File: config.mk
export PLATFORM = sky130hd
export DESIGN_NAME = hci_mem_bank_resp_unit
export DESIGN_NICKNAME = d
export VERILOG_FILES = /design/src/rtl/hci_mem_bank_resp_unit.sv
export SDC_FILE = /design/constraint.sdc
export NUM_CORES = 1
export LEC_CHECK = 0
export ABC_AREA = 1
export BUFFER_PORTS_ARGS = -buffer_cell sky130_fd_sc_hd__buf_2
export CORE_MARGIN = 2
export CORE_UTILIZATION = 29
export CTS_BUF_LIST = sky130_fd_sc_hd__clkbuf_16
export DETAILED_ROUTE_END_ITERATION = 7
export PLACE_DENSITY = 0.77
export SYNTH_ARGS = -nofsm -noshare
export SYNTH_HDL_FRONTEND = slang
export SYNTH_SLANG_ARGS = --single-unit
File: constraint.sdc
create_clock -name clk_i -period 1.1 [get_ports clk_i]
set_input_delay 0.165 -clock clk_i [delete_from_list [all_inputs] [get_ports clk_i]]
set_output_delay 0.165 -clock clk_i [all_outputs]
set_load 0.01 [all_outputs]
File: src/rtl/hci_mem_bank_resp_unit.sv
// rtl/hci_mem_bank_resp_unit.sv - per-bank response pipeline and test-and-set unit
module hci_mem_bank_resp_unit #(
    parameter int unsigned AWM     = 10,
    parameter int unsigned DW      = 32,
    parameter int unsigned BW      = 8,
    parameter int unsigned UW      = 0,
    parameter int unsigned IW      = 8,
    parameter int unsigned MEM_LAT = 1,
    parameter int unsigned TS_EN   = 1,
    localparam int unsigned BEW    = DW / BW,
    localparam int unsigned UWW    = (UW > 0) ? UW : 1
) (
    input  logic             clk_i,
    input  logic             rst_ni,
    input  logic             clear_i,
    input  logic             req_i,
    output logic             gnt_o,
    input  logic [AWM-1:0]   add_i,
    input  logic             wen_i,
    input  logic [BEW-1:0]   be_i,
    input  logic [DW-1:0]    data_i,
    input  logic [UWW-1:0]   user_i,
    input  logic [IW-1:0]    id_i,
    input  logic             ts_set_i,
    output logic             r_valid_o,
    output logic [DW-1:0]    r_data_o,
    output logic [UWW-1:0]   r_user_o,
    output logic [IW-1:0]    r_id_o,
    output logic             mem_req_o,
    input  logic             mem_gnt_i,
    output logic [AWM-1:0]   mem_add_o,
    output logic             mem_wen_o,
    output logic [BEW-1:0]   mem_be_o,
    output logic [DW-1:0]    mem_data_o,
    output logic [UWW-1:0]   mem_user_o,
    input  logic [DW-1:0]    mem_r_data_i,
    input  logic [UWW-1:0]   mem_r_user_i,
    output logic             busy_o
);

    typedef enum logic {
        IDLE  = 1'b0,
        TS_WR = 1'b1
    } state_e;

    state_e             state_q;
    logic [AWM-1:0]     ts_addr_q;
    logic [MEM_LAT-1:0] vld_q;
    logic [IW-1:0]      id_q [MEM_LAT];

    logic accept;
    logic ts_start;

    // Grant is held low in reset, during a flush and while the TS write owns the bank.
    assign gnt_o    = rst_ni & ~clear_i & (state_q == IDLE) & mem_gnt_i;
    assign accept   = req_i & gnt_o;
    assign ts_start = (TS_EN != 0) & accept & ts_set_i & wen_i;

    // Bank port: pass-through in IDLE, internal all-ones write of the latched address in TS_WR.
    always_comb begin
        mem_req_o  = rst_ni & ~clear_i & req_i;
        mem_add_o  = add_i;
        mem_wen_o  = wen_i;
        mem_be_o   = be_i;
        mem_data_o = data_i;
        mem_user_o = (UW > 0) ? user_i : '0;
        if (state_q == TS_WR) begin
            mem_req_o  = rst_ni & ~clear_i;
            mem_add_o  = ts_addr_q;
            mem_wen_o  = 1'b0;
            mem_be_o   = '1;
            mem_data_o = '1;
            mem_user_o = '0;
        end
    end

    // Test-and-set sequencing: the locked read moves to TS_WR until the set-write is granted.
    always_ff @(posedge clk_i or negedge rst_ni) begin
        if (!rst_ni) begin
            state_q   <= IDLE;
            ts_addr_q <= '0;
        end else if (clear_i) begin
            state_q   <= IDLE;
        end else begin
            case (state_q)
                IDLE: begin
                    if (ts_start) begin
                        state_q   <= TS_WR;
                        ts_addr_q <= add_i;
                    end
                end
                TS_WR: begin
                    if (mem_gnt_i) begin
                        state_q <= IDLE;
                    end
                end
                default: state_q <= IDLE;
            endcase
        end
    end

    // Response tracking: every external accept shifts through MEM_LAT stages with its ID.
    always_ff @(posedge clk_i or negedge rst_ni) begin
        if (!rst_ni) begin
            vld_q <= '0;
            for (int unsigned i = 0; i < MEM_LAT; i++) begin
                id_q[i] <= '0;
            end
        end else if (clear_i) begin
            vld_q <= '0;
        end else begin
            vld_q[0] <= accept;
            id_q[0]  <= id_i;
            for (int unsigned i = 1; i < MEM_LAT; i++) begin
                vld_q[i] <= vld_q[i-1];
                id_q[i]  <= id_q[i-1];
            end
        end
    end

    assign r_valid_o = vld_q[MEM_LAT-1];
    assign r_id_o    = id_q[MEM_LAT-1];
    assign r_data_o  = mem_r_data_i;
    assign r_user_o  = (UW > 0) ? mem_r_user_i : '0;
    assign busy_o    = (|vld_q) | (state_q == TS_WR);

endmodule
==> run_results.csv <==
group,metric,value,unit
pwr,leakagePower,1.34,nW
global_routing,grt_pass1_wl,6780,microns
critical_path,critPathLaunchType,"flop",
pwr,irDropWorstVdd,0.983,mV
detailed_routing,routed_wl,4510,microns
timing,max_freq,682,MHz
detailed_routing,drcViolationCount,0,
global_routing,grt-ovfl-total,0,
detailed_routing,drtPass1Iterations,4,
placement,place_inst,361,
synth,syn_area_per_cell,7.32,sq um
cts,clock_latency,0.25,ns
global_routing,top_usage_layer,"met2",
synth,netlist_area,0.00151,sq mm
synth,synthCells,206,
cts,path_clk_slew,0.06,ns
cts,h-tree-depth,1,
timing,fin_crit_sh,1.33,
pwr,powerDensity,1120,mW/mm^2
die,core,0.00507,sq mm
cts,cts_root_buffer,"clkbuf_16",
final_layout,antennaDiodeCount,0,
timing,setup_viol,61,
cts,cts_sinks,20,
run_status,violations,"negative setup slack",
hold_path,min-delay-path-class,"in2reg",
final_layout,final_cells,367,
global_routing,grt_pass1_vias,1377,
final_layout,drive_above_1_share,0.606,
cts,cts_tree,"built",
critical_path,worstPathMaxFanout,18,
detailed_routing,routed-via-count,1568,
die,die_w,76.1,microns
global_routing,grt_max_degree,26,
placement,gp_congestion,0.780,
timing,setup_ws,-0.366,ns
placement,io_buffers,119,
die,ioPinCount,188,
global_routing,grt_use_met1,0.178,
synth,synth-seq-cells,20,
critical_path,worstPathArrival,1.30,ns
global_routing,grtUsageMet2,0.232,
cts,cts_buffers,3,
critical_path,crit_type,"reg2out",
die,start_util,0.297,
run_status,status,"finished, violations left",
synth,synth_warnings,0,
critical_path,cpPeakStageDelay,0.44,ns
cts,cts.path.max_buffers,2,
timing,period_needed,1.47,ns
critical_path,crit_slowest_cell,"dfrtp_2",
timing,clock_skew,0.00203,ns
detailed_routing,antenna_left,0,
placement,post-dp-hpwl,3430,microns
die,die_area,0.00580,sq mm
critical_path,cp_data_required_time,0.94,ns
detailed_routing,wl_per_cell,12.3,microns
synth,synth_cell_types,19,
placement,placed_cell_area,0.00196,sq mm
final_layout,syn_to_final_growth,49.8,%
detailed_routing,vias_per_cell,4.27,
global_routing,antenna_found_initial,0,
synth,ys_seq_area_frac,0.332,
timing,setup_tns,-16.47,ns
critical_path,crit_chain,"buf_6 > or2_2 > buf_2",
flow_run,drv_cap,0,
timing,rsz0062_at_grt,"true",
critical_path,worst_setup_path_end_kind,"output pin",
final_layout,fin_util,0.445,
detailed_routing,drt_iter0_markers,51,
timing,final_max_slew_viol_count,0,
final_layout,fin_area,0.00226,sq mm
die,fp.dieH,76.1,microns
global_routing,grt_use_met3,0.0581,
global_routing,grt_use_total,0.147,
final_layout,nets,393,
die,fp-row-count,26,
timing,hold_viol_final,0,
## what timing repair did
item,4_1_cts,5_1_grt
resized for setup,28,14
endpoints found under the setup margin,61,61
cloned,0,0
buffers inserted,1,0
hold buffers,1,0
pin swaps,1,0
hold endpoints to repair,20,0
## layout by cell type, fill, tap and decap left out, drive strengths merged
| master | n |
|---|---|
| nor2 | 3 |
| o21ai | 1 |
| conb | 2 |
| nand4 | 11 |
| clkinv | 1 |
| inv | 5 |
| clkbuf | 3 |
| or2 | 37 |
| bufinv | 1 |
| a21oi | 1 |
| buf | 131 |
| nor3 | 1 |
| nand2 | 79 |
| dlygate4sd3 | 1 |
| dfrtp | 20 |
## area by class of cell
type                    count  area (sq um)
multi-input cells         135           703
clock buffers               3          75.1
clock inverters             1          30.0
repair buffers            132           835
flip-flops and latches     20           502
well taps                  70          87.6
inverters                   6          27.5
fillers                   511          2820
## power by group
group	total [W]	switching (W)	internal, W
Clock	0.000992	0.000270	0.000722
Combinational	0.000659	0.000307	0.000351
Sequential	0.000884	0.0000529	0.000831
Total	0.00253	0.000630	0.00190
## worst paths after layout
check	start	end	slack, ns	depth (start not counted)
min	id_i[0]	r_id_o[0]$_DFFE_PN0N_	0.1	3
max	state_q$_DFF_PN0_	mem_data_o[23]	-0.37	3
max reg2reg	state_q$_DFF_PN0_	ts_addr_q[8]$_DFFE_PN0P_	-0.11	6
min reg2reg	ts_addr_q[9]$_DFFE_PN0P_	ts_addr_q[9]$_DFFE_PN0P_	0.47	2
max in group asynchronous	rst_ni	state_q$_DFF_PN0_	0.37	3
min in group asynchronous	rst_ni	ts_addr_q[9]$_DFFE_PN0P_	0.27	2
## synth_stat cells
library cell / count / share of area
a21oi_1: 1 / 0.0033
buf_2: 5 / 0.017
buf_4: 37 / 0.18
buf_6: 2 / 0.015
clkbuf_1: 2 / 0.0050
clkinv_4: 1 / 0.0058
conb_1: 1 / 0.0025
dfrtp_1: 20 / 0.33
inv_1: 4 / 0.0099
inv_2: 1 / 0.0025
nand2_1: 78 / 0.19
nand2_4: 1 / 0.0075
nand4_1: 11 / 0.046
nor2_1: 1 / 0.0025
nor2_2: 1 / 0.0041
nor2_4: 1 / 0.0075
nor3_1: 1 / 0.0033
o21ai_2: 1 / 0.0058
or2_2: 37 / 0.15
## cells by family after synthesis
kind of cell	after synthesis	share of synthesized area
AND/OR/NAND/NOR	131	0.418
buffers and inverters	52	0.239
flip-flops	20	0.332
AO/OA/AOI/OAI	2	0.00912
other	1	0.00249
## per-stage QoR
step | worst slack, ns | hold WS (ns) | total power, W
floorplan | 0.0236 | -0.131 | 0.00130
global placement | -0.124 | -0.0283 | 0.00145
CTS | -0.375 | 0.0962 | 0.00253
global route | -0.413 | 0.0969 | 0.00267
finish | -0.366 | 0.100 | 0.00253
detailed placement | -0.162 | -0.0274 | 0.00146
## sequential cells by signal (all words and copies together) (netlist names)
name,flops
ts_addr_q,10
state_q,1
r_id_o,8
r_valid_o,1
## routing by layer
metal	vias up	wire length, microns	share of wire
met5	-	0	0
met4	0	95	0.021
met3	9	409	0.091
met2	74	2190	0.49
met1	707	1810	0.40
li1	778	-	-
## worst max-delay path, delay by kind of cell (launching register included)
kind                   cells  cell delay, ns
buffers and inverters      2            0.30
and+or+nand+nor            1            0.30
DFF                        1            0.44
Note: power is estimated with default switching activity, not from simulation.
